## config.mk

```make
export PLATFORM = sky130hd
export DESIGN_NAME = data_memory_responder_flat
export DESIGN_NICKNAME = d
export VERILOG_FILES = /design/src/rtl/dmem_pkg.sv /design/src/rtl/data_memory_responder_if.sv /design/src/rtl/dmem_array.sv /design/src/rtl/data_memory_responder.sv /design/src/flat_wrapper.sv
export SDC_FILE = /design/constraint.sdc
export NUM_CORES = 1
export LEC_CHECK = 0
export CAP_MARGIN = 30
export CORE_ASPECT_RATIO = 1.25
export CORE_MARGIN = 2
export CORE_UTILIZATION = 35
export DETAILED_ROUTE_END_ITERATION = 16
export DONT_BUFFER_PORTS = 1
export PLACE_DENSITY = 0.46
export SYNTH_ARGS = -nofsm -noshare
export SYNTH_HDL_FRONTEND = slang
export SYNTH_HIERARCHICAL = 1
export SYNTH_SLANG_ARGS = --single-unit
```

## constraint.sdc

```tcl
create_clock -name clk_i -period 6.15 [get_ports clk_i]
set_clock_uncertainty 0.05 [all_clocks]
set_input_delay 1.23 -clock clk_i [delete_from_list [all_inputs] [get_ports clk_i]]
set_output_delay 1.23 -clock clk_i [all_outputs]
set_load 0.05 [all_outputs]
```

## src/rtl/dmem_pkg.sv

```systemverilog
// Shared types and constants for the data memory responder.
// State encoding, latency counter width and latched operation codes.
package dmem_pkg;

  typedef enum logic [1:0] {
    IDLE = 2'd0,
    WAIT = 2'd1,
    DONE = 2'd2
  } state_e;

  localparam int CNT_W = 8;

  typedef enum logic {
    OP_RD = 1'b0,
    OP_WR = 1'b1
  } op_e;

endpackage

```

## src/rtl/data_memory_responder_if.sv

```systemverilog
// CPU data-port bus between the MEM stage (master) and the memory responder (slave).
// Signal suffixes are from the responder's point of view.
interface data_memory_responder_if #(
  parameter int DATA_W = 32
);
  logic              memRead_i;
  logic              memWrite_i;
  logic [31:0]       addr_i;
  logic [DATA_W-1:0] WriteData_i;
  logic [DATA_W-1:0] ReadData_o;
  logic              ack_o;
  logic              stall_o;
  logic              err_o;

  modport master (
    output memRead_i, memWrite_i, addr_i, WriteData_i,
    input  ReadData_o, ack_o, stall_o, err_o
  );

  modport slave (
    input  memRead_i, memWrite_i, addr_i, WriteData_i,
    output ReadData_o, ack_o, stall_o, err_o
  );
endinterface

```

## src/rtl/dmem_array.sv

```systemverilog
// DEPTH x DATA_W word storage: synchronous write, registered read.
// Contents are never reset; only the read-data register clears on reset.
module dmem_array #(
  parameter int DATA_W = 32,
  parameter int DEPTH  = 32,
  parameter int ADDR_W = $clog2(DEPTH)
) (
  input  logic              clk_i,
  input  logic              rst_i,
  input  logic              we_i,
  input  logic              re_i,
  input  logic [ADDR_W-1:0] idx_i,
  input  logic [DATA_W-1:0] wdata_i,
  output logic [DATA_W-1:0] rdata_o
);

  logic [DATA_W-1:0] mem_q [DEPTH];
  logic [DATA_W-1:0] rdata_q;

  always_ff @(posedge clk_i) begin
    if (we_i) begin
      mem_q[idx_i] <= wdata_i;
    end
  end

  // Read data holds its value until the next read completes.
  always_ff @(posedge clk_i or posedge rst_i) begin
    if (rst_i) begin
      rdata_q <= '0;
    end else if (re_i) begin
      rdata_q <= mem_q[idx_i];
    end
  end

  assign rdata_o = rdata_q;

endmodule

```

## src/rtl/data_memory_responder.sv

```systemverilog
// Multi-cycle data memory responder: accepts one request, stalls the pipeline,
// then pulses ack_o (and err_o for misaligned or read+write requests) LATENCY cycles later.
module data_memory_responder
  import dmem_pkg::*;
#(
  parameter int DATA_W  = 32,
  parameter int DEPTH   = 32,
  parameter int ADDR_W  = $clog2(DEPTH),
  parameter int LATENCY = 10
) (
  input  logic clk_i,
  input  logic rst_i,
  data_memory_responder_if.slave bus
);

  localparam logic [CNT_W-1:0] CNT_LOAD = (LATENCY > 1) ? CNT_W'(LATENCY - 2) : '0;

  state_e            state_q, state_d;
  logic [CNT_W-1:0]  cnt_q, cnt_d;
  op_e               op_q, op_d;
  logic [ADDR_W-1:0] idx_q, idx_d;
  logic [DATA_W-1:0] wdata_q, wdata_d;
  logic              errf_q, errf_d;
  logic              ack_q, ack_d;
  logic              err_q, err_d;

  logic request;
  logic stall;
  logic enter_done;
  logic mem_we, mem_re;
  logic unused_addr_bits;

  assign request          = bus.memRead_i | bus.memWrite_i;
  assign unused_addr_bits = ^bus.addr_i[31:ADDR_W+2];

  always_comb begin
    state_d = state_q;
    cnt_d   = cnt_q;
    op_d    = op_q;
    idx_d   = idx_q;
    wdata_d = wdata_q;
    errf_d  = errf_q;
    stall   = 1'b0;
    case (state_q)
      IDLE: begin
        stall = request;
        if (request) begin
          // Read+write together is resolved as a write and flagged.
          op_d    = bus.memWrite_i ? OP_WR : OP_RD;
          idx_d   = bus.addr_i[ADDR_W+1:2];
          wdata_d = bus.WriteData_i;
          errf_d  = (bus.addr_i[1:0] != 2'b00) | (bus.memRead_i & bus.memWrite_i);
          if (LATENCY == 1) begin
            state_d = DONE;
          end else begin
            state_d = WAIT;
            cnt_d   = CNT_LOAD;
          end
        end
      end
      WAIT: begin
        stall = 1'b1;
        if (cnt_q == '0) begin
          state_d = DONE;
        end else begin
          cnt_d = cnt_q - CNT_W'(1);
        end
      end
      DONE: begin
        state_d = IDLE;
      end
      default: begin
        state_d = IDLE;
      end
    endcase
  end

  // op_d/idx_d/wdata_d already carry the live request when DONE is entered straight from IDLE.
  assign enter_done = (state_d == DONE) && (state_q != DONE);
  assign mem_we     = enter_done && (op_d == OP_WR);
  assign mem_re     = enter_done && (op_d == OP_RD);
  assign ack_d      = enter_done;
  assign err_d      = enter_done & errf_d;

  always_ff @(posedge clk_i or posedge rst_i) begin
    if (rst_i) begin
      state_q <= IDLE;
      cnt_q   <= '0;
      op_q    <= OP_RD;
      idx_q   <= '0;
      wdata_q <= '0;
      errf_q  <= 1'b0;
      ack_q   <= 1'b0;
      err_q   <= 1'b0;
    end else begin
      state_q <= state_d;
      cnt_q   <= cnt_d;
      op_q    <= op_d;
      idx_q   <= idx_d;
      wdata_q <= wdata_d;
      errf_q  <= errf_d;
      ack_q   <= ack_d;
      err_q   <= err_d;
    end
  end

  dmem_array #(
    .DATA_W (DATA_W),
    .DEPTH  (DEPTH),
    .ADDR_W (ADDR_W)
  ) u_array (
    .clk_i   (clk_i),
    .rst_i   (rst_i),
    .we_i    (mem_we),
    .re_i    (mem_re),
    .idx_i   (idx_d),
    .wdata_i (wdata_d),
    .rdata_o (bus.ReadData_o)
  );

  assign bus.ack_o   = ack_q;
  assign bus.err_o   = err_q;
  assign bus.stall_o = stall;

endmodule

```

## src/flat_wrapper.sv

```systemverilog
// flat-port wrapper written by rule: the top's interface ports become plain ports
module data_memory_responder_flat import dmem_pkg::*;
#(
  parameter int DATA_W  = 32,
  parameter int DEPTH   = 32,
  parameter int ADDR_W  = $clog2(DEPTH),
  parameter int LATENCY = 10
)
  (clk_i, rst_i, bus_memRead_i, bus_memWrite_i, bus_addr_i, bus_WriteData_i, bus_ReadData_o, bus_ack_o, bus_stall_o, bus_err_o);
  data_memory_responder_if #(.DATA_W(DATA_W)) bus_i ();
  input  logic clk_i;
  input  logic rst_i;
  input wire logic [$bits(bus_i.memRead_i)-1:0] bus_memRead_i;
  input wire logic [$bits(bus_i.memWrite_i)-1:0] bus_memWrite_i;
  input wire logic [$bits(bus_i.addr_i)-1:0] bus_addr_i;
  input wire logic [$bits(bus_i.WriteData_i)-1:0] bus_WriteData_i;
  output wire logic [$bits(bus_i.ReadData_o)-1:0] bus_ReadData_o;
  output wire logic [$bits(bus_i.ack_o)-1:0] bus_ack_o;
  output wire logic [$bits(bus_i.stall_o)-1:0] bus_stall_o;
  output wire logic [$bits(bus_i.err_o)-1:0] bus_err_o;
  assign bus_i.memRead_i = bus_memRead_i;
  assign bus_i.memWrite_i = bus_memWrite_i;
  assign bus_i.addr_i = bus_addr_i;
  assign bus_i.WriteData_i = bus_WriteData_i;
  assign bus_ReadData_o = bus_i.ReadData_o;
  assign bus_ack_o = bus_i.ack_o;
  assign bus_stall_o = bus_i.stall_o;
  assign bus_err_o = bus_i.err_o;
  data_memory_responder #(.DATA_W(DATA_W), .DEPTH(DEPTH), .ADDR_W(ADDR_W), .LATENCY(LATENCY)) u_core (.clk_i(clk_i), .rst_i(rst_i), .bus(bus_i));
endmodule
```

# == Word-level counts from Yosys, hierarchy flattened ==
# Memory sizes are Yosys's and may differ from the RTL's. A register that Yosys moved wholly into a read port is not among the register bits.
# Cells that the tools add are included.
# classes
addsub,1
n_mul,0
n_div,0
order_cmp,0
eq_ne,5
n_shift,0
n_mux,18
n_bitwise,5
n_reduce_logical,8
# op_table
cell,count
32-bit two-way mux,2
8-bit two-way mux,2
8-bit one-hot mux with 2 select lines,1
5-bit two-way mux,2
8-bit zero test,1
"8-bit by 1-bit subtractor with 8-bit output, second input constant",1
1-bit two-way mux,7
2-bit two-way mux,2
"2-bit != test, second input constant",2
2-bit one-hot mux with 2 select lines,1
2-bit nonzero test,2
1-bit logical AND,3
3-bit AND reduction,1
1-bit bitwise AND,2
"2-bit by 1-bit equality test with 1-bit output, second input constant",1
"2-bit equality test, second input constant",1
2-bit zero test,1
"2-bit by 1-bit != test with 1-bit output, second input constant",1
1-bit bitwise OR,2
1-bit one-hot mux with 2 select lines,1
1-bit inverter,1
# word_totals
reg_bits,51
latch_bits,0
ramBits,1024
rom_bits,0
input_bits,68
out_inout_bits,35
wordCells,46
memories,1
# memory_table
name,depth,word_bits,rd,rd_clocked_by_memory_dff,write_ports,line_no,rtl
u_core.u_array.mem_q,32,32,1,1,1,dmem_array.sv:17,logic [DATA_W-1:0] mem_q [DEPTH];

# == Longest topological paths before layout ==
# Gate-level depths: netlist of the first run.
# logic_depth
depth_word,8
ltp_mapped,14
mapped_depth_nobuf,8

# == By module ==
# The synthesis of the first run kept the hierarchy.
# by_module_without_submodules
mod,instances,cells_per_inst,area_per_inst_um2,seq_area_each_um2
dmem_array,1,1852,40241.1,31550.3
data_memory_responder,1,227,2073.2,1276.2

# == Least setup slack after synthesis of the first run ==
# No wires, ideal clock.
# synth_timing
kind,in2reg
start,input bus_memWrite_i
end,memory u_core.u_array.mem_q[11][0] (enable)
setup_ns,0.421
arrival_time_ns,4.334
t_required_ns,5.679
slack_ns,1.345
path_stages,11
n_path_buf,5
cell_sequence,or2_0 nand2_1 clkbuf_1 nand2_1 nand2_1 buf_6 buf_6 buf_2 buf_2 nand3_1 nor2_1
# synth_between
elab_cells_between_ends,13
cone_classes,eq/ne: 1; mux: 9; bitwise: 1; reduce/logical: 2
# synth_lines
item,line_no,rtl
"start, declared",flat_wrapper.sv:14,input wire logic [$bits(bus_i.memWrite_i)-1:0] bus_memWrite_i;
1-bit bitwise OR,data_memory_responder.sv:33,assign request = bus.memRead_i | bus.memWrite_i;
5-bit two-way mux,data_memory_responder.sv:47,if (request) begin
5-bit two-way mux,data_memory_responder.sv:44,case (state_q)
net u_core.idx_d[1],data_memory_responder.sv:21,"logic [ADDR_W-1:0] idx_q, idx_d;"
"end, declared",dmem_array.sv:17,
# The timed path passes the listed nets, and every way through them passes these cells.

# == Final worst setup path of the first run ==
# layout_timing
start,input bus_memWrite_i
end,memory u_core.u_array.mem_q[22][3] (enable)
# The elaborated chain is that of the path after synthesis.

==> impl_metrics.yaml, run 1 <==
sta:
  slew_viol_final: 0
  setup_viol: 0
  fmax_mhz: 235
  rsz0062_at_grt: "no"
  setup_tns_ps: 0
  hold_viol: 0
  slew_headroom_pct: 28.7
  worst_pin_slew_ps: 1070
  min_period_ps: 4250
  fin_crit_sh_pct: 69.2
placement:
  hpwlAfterDp_mm: 67.7
  dp_cells: 3663
  port_buffers: 0
  gp_congestion: 0.754
drt:
  vias: 20900
  vias_per_cell: 5.37
  routed_wl_mm: 117
  wl_per_cell_um: 30.0
  antenna_left: 0
  drc: 0
  drt-initial-drc-count: 1648
  dr.pass1.iters: 5
synth:
  synth_top_family_by_area: "multiplexers"
  netlist_area_um2: 42300
  async_reset_ff_share_pct: 7.50
  synth_xor_area_share_pct: 0
  ys_seq_area_share_pct: 77.6
  ys_warn_count: 6
  post_synth_and_or_nand_nor_area_fraction_pct: 3.21
  synth_nets: 2148
  synth-compound-area-share_pct: 3.81
  synth_cell_type_count: 63
  syn_avg_cell_area_um2: 20.4
  synth_edf_count: 1024
  synth-seq-cells: 1107
  synth_cells: 2079
  synth.area.mux_share_pct: 13.6
  synth_fa_ha_area_share_pct: 0.0296
  synth_ff_type: "edfxtp_1"
clocking:
  clock_path_buffers: 3
  cts_resized: 0
  clkLatencyLatePin_ps: 690
  cts_inserted_buffers: 118
  htree_levels: 3
  cts.sinks: 1107
  cts_root_buf: "clkbuf_16"
  postCtsSetupRepairBufs: 0
  cts_tree: "yes"
  clk_pin_slew_ps: 60
  cts_hold_buf: 0
hold_path:
  hold-path-endpoint: "u_core/errf_q"
  hold_path_depth: 2
  worstHoldStart: "u_core/errf_q"
  holdCritPathClass: "reg2reg"
finish:
  final_util_pct: 41.0
  nNetsFinal: 2274
  final_cell_count_no_fill: 3890
  syn_to_final_growth_pct: 16.2
  layout-drive-gt1-share_pct: 23.9
worst_setup_path:
  worstPathMaxFanout: 32
  cp.required_ps: 6470
  rr_startpoint: "u_core/state_q[0]"
  worst_ep_arrival_time_ps: 4570
  rr_endpoint: "u_core/u_array/mem_q[22][3]"
  reg2reg_depth: 9
  crit_type: "in2reg"
  start_kind: "primary input"
  cp-end-kind: "flop"
  r2r_slack_ps: 1930
pwr:
  leakage_nw: 15.7
  power_density_nw_per_um2: 457
  irDropWorstVdd_uv: 367
floorplanning:
  core_area_um2: 120000
  die_area_um2: 124000
  io_pins: 103
  die_width_um: 315
  start_util_pct: 35.3
  rows: 142
  die_h_um: 393
global_routing:
  grt_pass1_wl_mm: 165
  grt_pass1_vias: 22100
  grt_max_degree: 84
  track_usage_pct: 19.0
  grt_remaining_overflow: 0
  antenna_found_initial: 1
outcome:
  status: "finished, final reports clean"
run:
  max_cap_viol_count: 0
-- cell families (layout without fill, tap and decap cells) --
group,Yosys count,in the layout
DFF,1107,1107
muxes,341,341
and+or+nand+nor,294,294
AOI/OAI and AO/OA,212,212
buffers and inverters,124,350
adders and majority gates,1,1
other,0,1
-- where the power goes --
group	internal (W)	switching [W]	total, W
sequential	0.00942	0.000451	0.00987
clock	0.00402	0.00284	0.00686
combinational	0.00219	0.00356	0.00574
-- layout by cell type (no fill, tap or decap), drive strengths merged, types with 6 or more instances in the layout --
| master | n |
|---|---|
| a211oi | 30 |
| a22o | 21 |
| a22oi | 39 |
| a31oi | 22 |
| a41oi | 10 |
| buf | 118 |
| bufinv | 6 |
| clkbuf | 168 |
| clkinv | 39 |
| dfrtp | 83 |
| edfxtp | 1024 |
| inv | 15 |
| mux2 | 13 |
| mux2i | 144 |
| mux4 | 184 |
| nand2 | 139 |
| nand3 | 8 |
| nor2 | 85 |
| nor3 | 14 |
| o21ai | 18 |
| o221ai | 17 |
| o22ai | 39 |
-- metal layers --
| metal | global-route usage, % | wire length [um] | part of all wire (%) | vias up |
|---|---|---|---|---|
| met5 | 0 | 14 | 0.012 | - |
| met4 | 6.05 | 3390 | 2.9 | 2 |
| met3 | 2.89 | 5300 | 4.5 | 173 |
| met2 | 33.3 | 60200 | 52 | 496 |
| met1 | 24.2 | 47800 | 41 | 11400 |
| li1 | - | - | - | 8805 |
-- Yosys cell counts (15+ instances only) --
cell / n / area share [%]
a31oi_1: 22 / 0.33
a22o_1: 21 / 0.43
mux2i_1: 144 / 3.4
a22oi_1: 39 / 0.69
buf_4: 30 / 0.53
o221ai_1: 17 / 0.35
mux4_2: 182 / 9.7
buf_6: 19 / 0.51
nand2_1: 139 / 1.2
o21ai_0: 15 / 0.18
buf_2: 36 / 0.43
clkbuf_1: 24 / 0.21
dfrtp_1: 83 / 4.9
nor2_1: 85 / 0.75
edfxtp_1: 1024 / 73
o22ai_1: 39 / 0.58
a211oi_1: 21 / 0.37
-- worst max path at each step --
stage | start | endpoint
after floorplan | bus_memWrite_i | u_core/u_array/mem_q[11][0]
after global routing | u_core/state_q[1] | u_core/u_array/mem_q[22][3]
after global placement | bus_memWrite_i | u_core/u_array/rdata_o[1]
after CTS | u_core/state_q[1] | u_core/u_array/mem_q[22][3]
final | bus_memWrite_i | u_core/u_array/mem_q[22][3]
after detailed placement | bus_memWrite_i | u_core/u_array/mem_q[22][15]
-- state kept, by name (all words and copies together) (netlist names) --
signal                  count
u_core/idx_q                5
u_core/cnt_q                8
u_core/bus.ack_o            1
u_core/state_q              2
u_core/bus.err_o            1
u_core/u_array/mem_q     1024
u_core/wdata_q             32
u_core/u_array/rdata_o     32
u_core/errf_q               1
u_core/op_q                 1
-- per-stage QoR --
stage                     power (W)  worst slack (ps)  area, um2  hold slack (ps)
after floorplan              0.0137              1340      42300              386
after global routing         0.0234              1760      49200              514
final                        0.0225              1900      49200              475
after global placement       0.0155              1170      44900              449
after detailed placement     0.0158              1210      45200              468
after CTS                    0.0227              1930      49000              480
-- layout make-up --
| class | instances | area (um2) |
|---|---|---|
| flip-flops and latches | 1107 | 32800 |
| inverters | 12 | 45.0 |
| repair buffers | 118 | 1520 |
| well taps | 1584 | 1980 |
| fillers | 10700 | 70800 |
| diodes | 1 | 2.50 |
| clock inverters | 52 | 423 |
| multi-input cells | 848 | 9000 |
| clock buffers | 168 | 3350 |
-- worst max-delay path, cell delays in order --
cell and delay (ps):
or2_0 230, nand2_2 370, buf_4 370, nand2_1 160, nand2_4 410, nor2b_1 500, nand2_1 360, nor2_4 540
buf_12 280
(Power assumes the default switching activity.)
==> run 2: changes to the inputs <==
==> constraint.sdc (replaced) <==
create_clock -name clk_i -period 4.35 [get_ports clk_i]
set_clock_uncertainty 0.05 [all_clocks]
set_input_delay 0.87 -clock clk_i [delete_from_list [all_inputs] [get_ports clk_i]]
set_output_delay 0.87 -clock clk_i [all_outputs]
set_load 0.05 [all_outputs]
==> run 2 against run 1 <==
Highest routed layer is now met4; clock-buffer cell count is 2 higher; global-route usage is 0.34 points higher; first-iteration DRC count is 14% higher.
==> impl_metrics.yaml, run 2 (synthesis gave the netlist of run 1 again) <==
global_routing:
  grt_remaining_overflow: 0
  track_usage_pct: 19.4
  grt_pass1_wl_mm: 167
  grt_max_degree: 49
  grt_pass1_vias: 22100
  antenna_found_initial: 0
finish:
  regMostFlops: "u_core/u_array/mem_q"
  seqCellArea_um2: 32800
  multiInputGateArea_um2: 9000
  layout_common_cells: "edfxtp_1 (1024), mux4_2 (182), mux2i_1 (144)"
  fillers: 10600
  final_cell_count_no_fill: 3928
  syn_to_final_growth_pct: 16.7
  layout-drive-gt1-share_pct: 25.3
  largest_reg_flops: 1024
  nNetsFinal: 2314
  postLayoutCellArea_um2: 49400
  layout_commonest_cell: "edfxtp_1"
  num_antenna_cells: 0
worst_setup_path:
  cp-end-kind: "flop"
  worstPathMaxFanout: 17
  start_kind: "flop"
  crit_type: "reg2reg"
  cp.required_ps: 4620
  worst_ep_arrival_time_ps: 4100
clocking:
  cts_root_buf: "clkbuf_16"
  postCtsSetupRepairBufs: 0
  cts_tree: "yes"
  htree_levels: 3
  cts_inserted_buffers: 114
  clkLatencyLatePin_ps: 680
  clk_pin_slew_ps: 60
  cts.sinks: 1107
  cts_resized: 0
  clock_path_buffers: 3
outcome:
  status: "finished, final reports clean"
floorplanning:
  die_h_um: 393
  start_util_pct: 35.3
  io_pins: 103
  core_area_um2: 120000
  rows: 142
  die_width_um: 315
  die_area_um2: 124000
sta:
  slew_viol_final: 0
  rsz0062_at_grt: "no"
  worst_pin_slew_ps: 1020
  fin_crit_sh_pct: 88.1
  setup_viol: 0
  hold_viol: 0
  slew_headroom_pct: 31.7
  min_period_ps: 3830
  setup_tns_ps: 0
  fmax_mhz: 261
  hold_slack_ps: 216
drt:
  vias_per_cell: 5.38
  routed_wl_mm: 119
  drc: 0
  dr.pass1.iters: 7
  vias: 21100
  antenna_left: 0
  drt-initial-drc-count: 1883
  wl_per_cell_um: 30.3
placement:
  port_buffers: 0
  placed_area_um2: 45500
  gp_congestion: 0.766
  hpwlAfterDp_mm: 70.6
  dp_cells: 3708
pwr:
  power_density_nw_per_um2: 643
  irDropWorstVdd_uv: 317
  finalPower_w: 0.0317
  leakage_nw: 15.9
run:
  max_cap_viol_count: 0
hold_path:
  holdCritPathClass: "in2async"
run 2: changes by cell type in the layout (fill, tap and decap cells not counted), moves of 3 or more:
| cell | delta |
|---|---|
| inv_6 | -3 |
| buf_16 | -5 |
| clkinv_2 | +5 |
| buf_4 | +49 |
| clkinv_1 | -11 |
| clkbuf_1 | +6 |
run 2: per-layer routing:
metal	wire [um]	GRT usage (%)	part of all wire (%)
met1	49300	24.9	41
met2	61800	34.1	52
met3	5020	2.56	4.2
met4	2840	5.70	2.4
met5	0	0	0
run 2: final timing paths:
kind	startpoint	slack, ps	to	depth (start not counted)
setup / recovery	u_core/cnt_q[0]	520	u_core/u_array/mem_q[20][24]	9
hold / removal	rst_i	220	u_core/u_array/rdata_o[8]	1
setup reg to reg	u_core/cnt_q[0]	520	u_core/u_array/mem_q[20][24]	9
hold reg to reg	u_core/wdata_q[29]	430	u_core/wdata_q[29]	2
max in group asynchronous	rst_i	3200	u_core/u_array/rdata_o[25]	2
min in group clk_i	bus_WriteData_i[29]	280	u_core/wdata_q[29]	2
run 2: repair_timing:
item | in CTS | in global routing
setup endpoints to repair | 0 | 0
hold endpoints to repair | 9 | 0
hold buffers | 1 | 0
run 2: critical path: stages, from the launching register on:
cell and delay, ps:
dfrtp_1 400, inv_1 80, ha_1 190, nor4bb_1 430, nand3_1 290, inv_1 130
and2_1 290, nand3_1 280, nor2_4 790, buf_4 500
run 2: per-stage QoR:
step,worst slack [ps],utilization (%)
4_1_cts,432,41.1
3_3_place_gp,292,37.7
6_report,517,41.2
3_5_place_dp,256,37.9
2_1_floorplan,-95.4,-
5_1_grt,253,41.2
run 2: cell type report:
cell class | count | share of cell area [%]
clock buffers | 170 | 6.68
clock inverters | 45 | 0.900
inverters | 12 | 0.0913
multi-input cells | 848 | 18.2
flip-flops and latches | 1107 | 66.5
well taps | 1584 | 4.02
repair buffers | 162 | 3.56
run 2: report_power, final:
part / switching (W) / internal [W] / total [W]
clock: 0.00402 / 0.00570 / 0.00972
sequential: 0.000659 / 0.0133 / 0.0140
combinational: 0.00495 / 0.00308 / 0.00804
total: 0.00963 / 0.0221 / 0.0317
